## src/rtl/fp_classify_stream.sv

```systemverilog
// fp_classify_stream: two-stage IEEE-754 single classifier with per-class saturating counters
module fp_classify_stream #(
    parameter int CNT_W = 16
) (
    input  logic             clk,
    input  logic             rst,
    input  logic             in_vld,
    output logic             in_rdy,
    input  logic [31:0]      in_fp,
    output logic             out_vld,
    input  logic             out_rdy,
    output logic [31:0]      out_fp,
    output logic [9:0]       out_class,
    input  logic             cnt_clr,
    input  logic [3:0]       cnt_sel,
    output logic [CNT_W-1:0] cnt_val
);
    logic             s1_vld_q, s1_sign_q, s1_eall_q, s1_ezero_q, s1_mzero_q, s1_mmsb_q;
    logic [31:0]      s1_fp_q;
    logic             out_vld_q;
    logic [31:0]      out_fp_q;
    logic [9:0]       out_class_q, class_d;
    logic [CNT_W-1:0] cnt_q [11];
    logic [CNT_W-1:0] cnt_val_q, cnt_val_d;
    logic             s2_adv, s1_adv, out_hs;
    logic             nan, norm, sub, zero, inf;

    assign s2_adv    = !out_vld_q | out_rdy;
    assign s1_adv    = !s1_vld_q | s2_adv;
    assign in_rdy    = s1_adv;
    assign out_hs    = out_vld_q & out_rdy;
    assign out_vld   = out_vld_q;
    assign out_fp    = out_fp_q;
    assign out_class = out_class_q;
    assign cnt_val   = cnt_val_q;

    // Decode the stage-1 field flags into the one-hot class; NaNs ignore sign
    always_comb begin
        nan     = s1_eall_q & !s1_mzero_q;
        inf     = s1_eall_q & s1_mzero_q;
        zero    = s1_ezero_q & s1_mzero_q;
        sub     = s1_ezero_q & !s1_mzero_q;
        norm    = !s1_eall_q & !s1_ezero_q;
        class_d = {nan & s1_mmsb_q, nan & !s1_mmsb_q,
                   inf & !s1_sign_q, norm & !s1_sign_q, sub & !s1_sign_q, zero & !s1_sign_q,
                   zero & s1_sign_q, sub & s1_sign_q, norm & s1_sign_q, inf & s1_sign_q};
    end

    // Stage 1 captures the word and its field flags on an input handshake
    always_ff @(posedge clk) begin
        if (rst) begin
            s1_vld_q   <= 1'b0;
            s1_fp_q    <= '0;
            s1_sign_q  <= 1'b0;
            s1_eall_q  <= 1'b0;
            s1_ezero_q <= 1'b0;
            s1_mzero_q <= 1'b0;
            s1_mmsb_q  <= 1'b0;
        end else if (s1_adv) begin
            s1_vld_q <= in_vld;
            if (in_vld) begin
                s1_fp_q    <= in_fp;
                s1_sign_q  <= in_fp[31];
                s1_eall_q  <= &in_fp[30:23];
                s1_ezero_q <= ~|in_fp[30:23];
                s1_mzero_q <= ~|in_fp[22:0];
                s1_mmsb_q  <= in_fp[22];
            end
        end
    end

    // Stage 2 holds the emitted word and class; stalls while downstream is not ready
    always_ff @(posedge clk) begin
        if (rst) begin
            out_vld_q   <= 1'b0;
            out_fp_q    <= '0;
            out_class_q <= '0;
        end else if (s2_adv) begin
            out_vld_q <= s1_vld_q;
            if (s1_vld_q) begin
                out_fp_q    <= s1_fp_q;
                out_class_q <= class_d;
            end
        end
    end

    // Saturating per-class and total counters; clear beats a coincident handshake
    always_ff @(posedge clk) begin
        if (rst || cnt_clr) begin
            for (int i = 0; i < 11; i++) cnt_q[i] <= '0;
        end else if (out_hs) begin
            for (int i = 0; i < 10; i++)
                if (out_class_q[i] && !(&cnt_q[i])) cnt_q[i] <= cnt_q[i] + CNT_W'(1);
            if (!(&cnt_q[10])) cnt_q[10] <= cnt_q[10] + CNT_W'(1);
        end
    end

    // Select mux for the readout; out-of-range selects read zero
    always_comb begin
        cnt_val_d = '0;
        for (int i = 0; i < 11; i++)
            if (cnt_sel == 4'(i)) cnt_val_d = cnt_q[i];
    end

    // Registered readout shows the counters as they stood before this edge
    always_ff @(posedge clk) begin
        if (rst) cnt_val_q <= '0;
        else     cnt_val_q <= cnt_val_d;
    end
endmodule
```

## config.mk

```make
export PLATFORM = sky130hd
export DESIGN_NAME = fp_classify_stream
export DESIGN_NICKNAME = d
export VERILOG_FILES = /design/src/rtl/fp_classify_stream.sv
export SDC_FILE = /design/constraint.sdc
export NUM_CORES = 1
export LEC_CHECK = 0
export BUFFER_PORTS_ARGS = -buffer_cell sky130_fd_sc_hd__buf_2
export CAP_MARGIN = 25
export CORE_MARGIN = 8
export CORE_UTILIZATION = 35
export DETAILED_ROUTE_END_ITERATION = 16
export PLACE_DENSITY = 0.65
export SETUP_SLACK_MARGIN = 0.4
export SYNTH_ARGS = -nofsm -noshare
export SYNTH_HDL_FRONTEND = slang
export SYNTH_SLANG_ARGS = --single-unit
```

## constraint.sdc

```tcl
create_clock -name clk -period 2.58 [get_ports clk]
set_input_delay 0.387 -clock clk [delete_from_list [all_inputs] [get_ports clk]]
set_output_delay 0.387 -clock clk [all_outputs]
set_load 0.03 [all_outputs]
```

==> flow_summary.ini <==
[outcome]
status = complete, no violations

[sta]
max_slew.worst_pin.slew_ps = 1030
maxSlewViolCount = 0
hold_ws_ps = 81.6
max_freq_ghz = 0.471
setup_ws_ps = 455
setup_viol = 0
final-hold-violation-count = 0
finalCriticalPeriod_ps = 2120
setup_tns_ps = 0
rsz0062_at_grt = true
min_period_over_period = 0.823
skew_ps = 33.3
slew_headroom = 0.310

[pwr]
peakVddDrop_uv = 561
cellLeakagePower_nw = 5.91
powerDensity_nw_per_um2 = 627

[grt]
grt_max_degree = 99
first_global_vias = 11009
grt_overflow = 0
use_met2 = 0.233
top_usage_layer = met2
grt_first_pass_wirelength_mm = 61.7
antenna_found_initial = 0
met1_usage = 0.231
global_route.usage.met3 = 0.0442
grt_usage = 0.161

[clock_tree]
clk_path_buf_depth = 3
cts_tree = yes
cts_buffers = 31
root_buffer = clkbuf_16
insertion_delay_ps = 580
clock_sinks = 271
clk_pin_slew_ps = 60
htreeDepth = 1

[logic_synthesis]
synth_warnings = 0
ys_async_sr_fraction = 0
postSynthAreaPerCell_um2 = 9.49
yosysTopAreaCell = edfxtp_1
synthTopCellsByCount = 218 x nor2_1, 211 x nand2_1, 176 x edfxtp_1
netlist.area_leader.share = 0.374
synth_edf_count = 176
synth_cells = 1490
synth_cell_type_count = 68
syn_nets = 1542
synthFlopType = edfxtp_1
ys_seq_elements = 271
synth_area_um2 = 14100
synth.most_common_cell = nor2_1
seq_area_frac_synth = 0.508
netlist_top_cells_area = edfxtp_1 37%, dfxtp_1 13%, nor2_1 5.8%

[finish]
drive_above_1_share = 0.151
multi_input_area_um2 = 6580
regArea_um2 = 7190
stdcell_area_um2 = 16500
nNetsFinal = 1641
postLayoutCoreUtil = 0.413
synthToLayoutAreaGrowth_pct = 16.4
nFillCells = 3947

[critical_path]
cp_data_required_time_ps = 2910
cp_max_fo = 10
crit_arrival_ps = 2460
worst-setup-path-type = reg -> reg
end_kind = flop
cp-start-kind = flop

[place]
port_buffers = 100
placed_cell_area_um2 = 15200
dpl.hpwl_mm = 28.2
gp_congestion = 0.937
post-place-ws_ps = 133

[min_path]
hold_path_class = in -> reg

[job]
drv_cap = 0

[route]
drt-total-wl_mm = 39.3
drt_first_pass_iters = 8
num_vias = 11501
route.detailed.drc = 0
detail_route.wl_per_cell_um = 18.4
ant_nets = 0
drt_iter0_markers = 1184
vias_per_cell = 5.38

[floorplan]
rows = 73
io_pins = 101
start_util = 0.355
die-area_um2 = 47100
die_w_um = 217
core_area_um2 = 39800
die_y_um = 217
worst max-delay path: stages (launching register included):
cell,delay [ps]
edfxtp_1,460
nand3_1,210
nor4_4,410
nand4_1,190
nand3_1,120
nand2_1,210
buf_4,270
per-layer routing:
metal  vias to the layer above  share of wire
li1                       5503              -
met1                      5455           0.46
met5                         -              0
met2                       487           0.42
met3                        56           0.10
met4                         0          0.022
cell type report:
| cell class | instances | share of cell area |
|---|---|---|
| Multi-Input combinational cell | 1111 | 0.400 |
| Timing Repair Buffer | 142 | 0.0520 |
| Clock buffer | 46 | 0.0574 |
| Clock inverter | 10 | 0.00654 |
| Sequential cell | 271 | 0.437 |
| Inverter | 32 | 0.00730 |
| Tap cell | 525 | 0.0399 |
| Antenna cell | 1 | 0.000152 |
state kept, by name, indices dropped and copies added, names as in the netlist:
| signal | count |
|---|---|
| out_vld | 1 |
| s1_vld_q | 1 |
| s1_fp_q | 31 |
| out_class | 10 |
| out_fp | 32 |
| s1_eall_q | 1 |
| s1_ezero_q | 1 |
| s1_mzero_q | 1 |
| cnt_val | 16 |
| cnt_q | 176 |
| s1_sign_q | 1 |
stage by stage:
step / std cells / power [mW]
floorplan: 1490 / 5.56
global placement: 2070 / 5.86
detailed placement: 2070 / 5.87
CTS: 2128 / 10.4
global route: 2137 / 10.6
finish: 2138 / 10.3
timing repair:
action / in CTS / in global routing
buffers inserted: 2 / 8
setup endpoints to repair: 68 / 183
gates cloned: 0 / 1
hold buffers: 0 / 0
pin swaps: 0 / 4
gates resized for setup: 4 / 16
power breakdown:
group	internal, mW	switching [mW]	total (mW)
Combinational	0.287	0.503	0.790
Clock	2.72	1.78	4.50
Sequential	4.80	0.226	5.03
final timing paths:
kind / start / to / slack [ps] / cells past startpoint
min: in_fp[9] / s1_fp_q[9]$_SDFFE_PP0P_ / 80 / 3
min reg2reg: s1_fp_q[15]$_SDFFE_PP0P_ / out_fp[15]$_SDFFE_PP0P_ / 450 / 2
max: cnt_q[3][4]$_SDFFCE_PN0P_ / cnt_q[3][6]$_SDFFCE_PN0P_ / 460 / 6
max reg2reg: cnt_q[3][4]$_SDFFCE_PN0P_ / cnt_q[3][6]$_SDFFCE_PN0P_ / 460 / 6
layout by cell type, fill, tap and decap left out, drive strengths merged, types with 7 or more instances in the layout:
| cell | n |
|---|---|
| mux2i | 21 |
| o22ai | 14 |
| o2bb2ai | 7 |
| clkbuf | 46 |
| edfxtp | 176 |
| nor3 | 36 |
| and3 | 25 |
| inv | 35 |
| or3 | 7 |
| nand2 | 212 |
| a21oi | 108 |
| o21ai | 36 |
| nand3 | 75 |
| nor2 | 220 |
| ha | 11 |
| nand4 | 36 |
| nand2b | 13 |
| mux2 | 7 |
| and4 | 16 |
| a22oi | 10 |
| o221ai | 9 |
| nor4 | 17 |
| a31oi | 8 |
| buf | 142 |
| dfxtp | 95 |
| xor2 | 82 |
| xnor2 | 64 |
cell families after synthesis:
group,count (synthesis),share of synthesized area
muxes,31,0.0252
xor gates and xnor gates,146,0.0904
and+or+nand+nor,690,0.229
adders and majority gates,11,0.00973
DFF,271,0.508
AOI/OAI and AO/OA,232,0.101
buffers and inverters,109,0.0364
No activity file was read; power rests on OpenSTA's default activity.
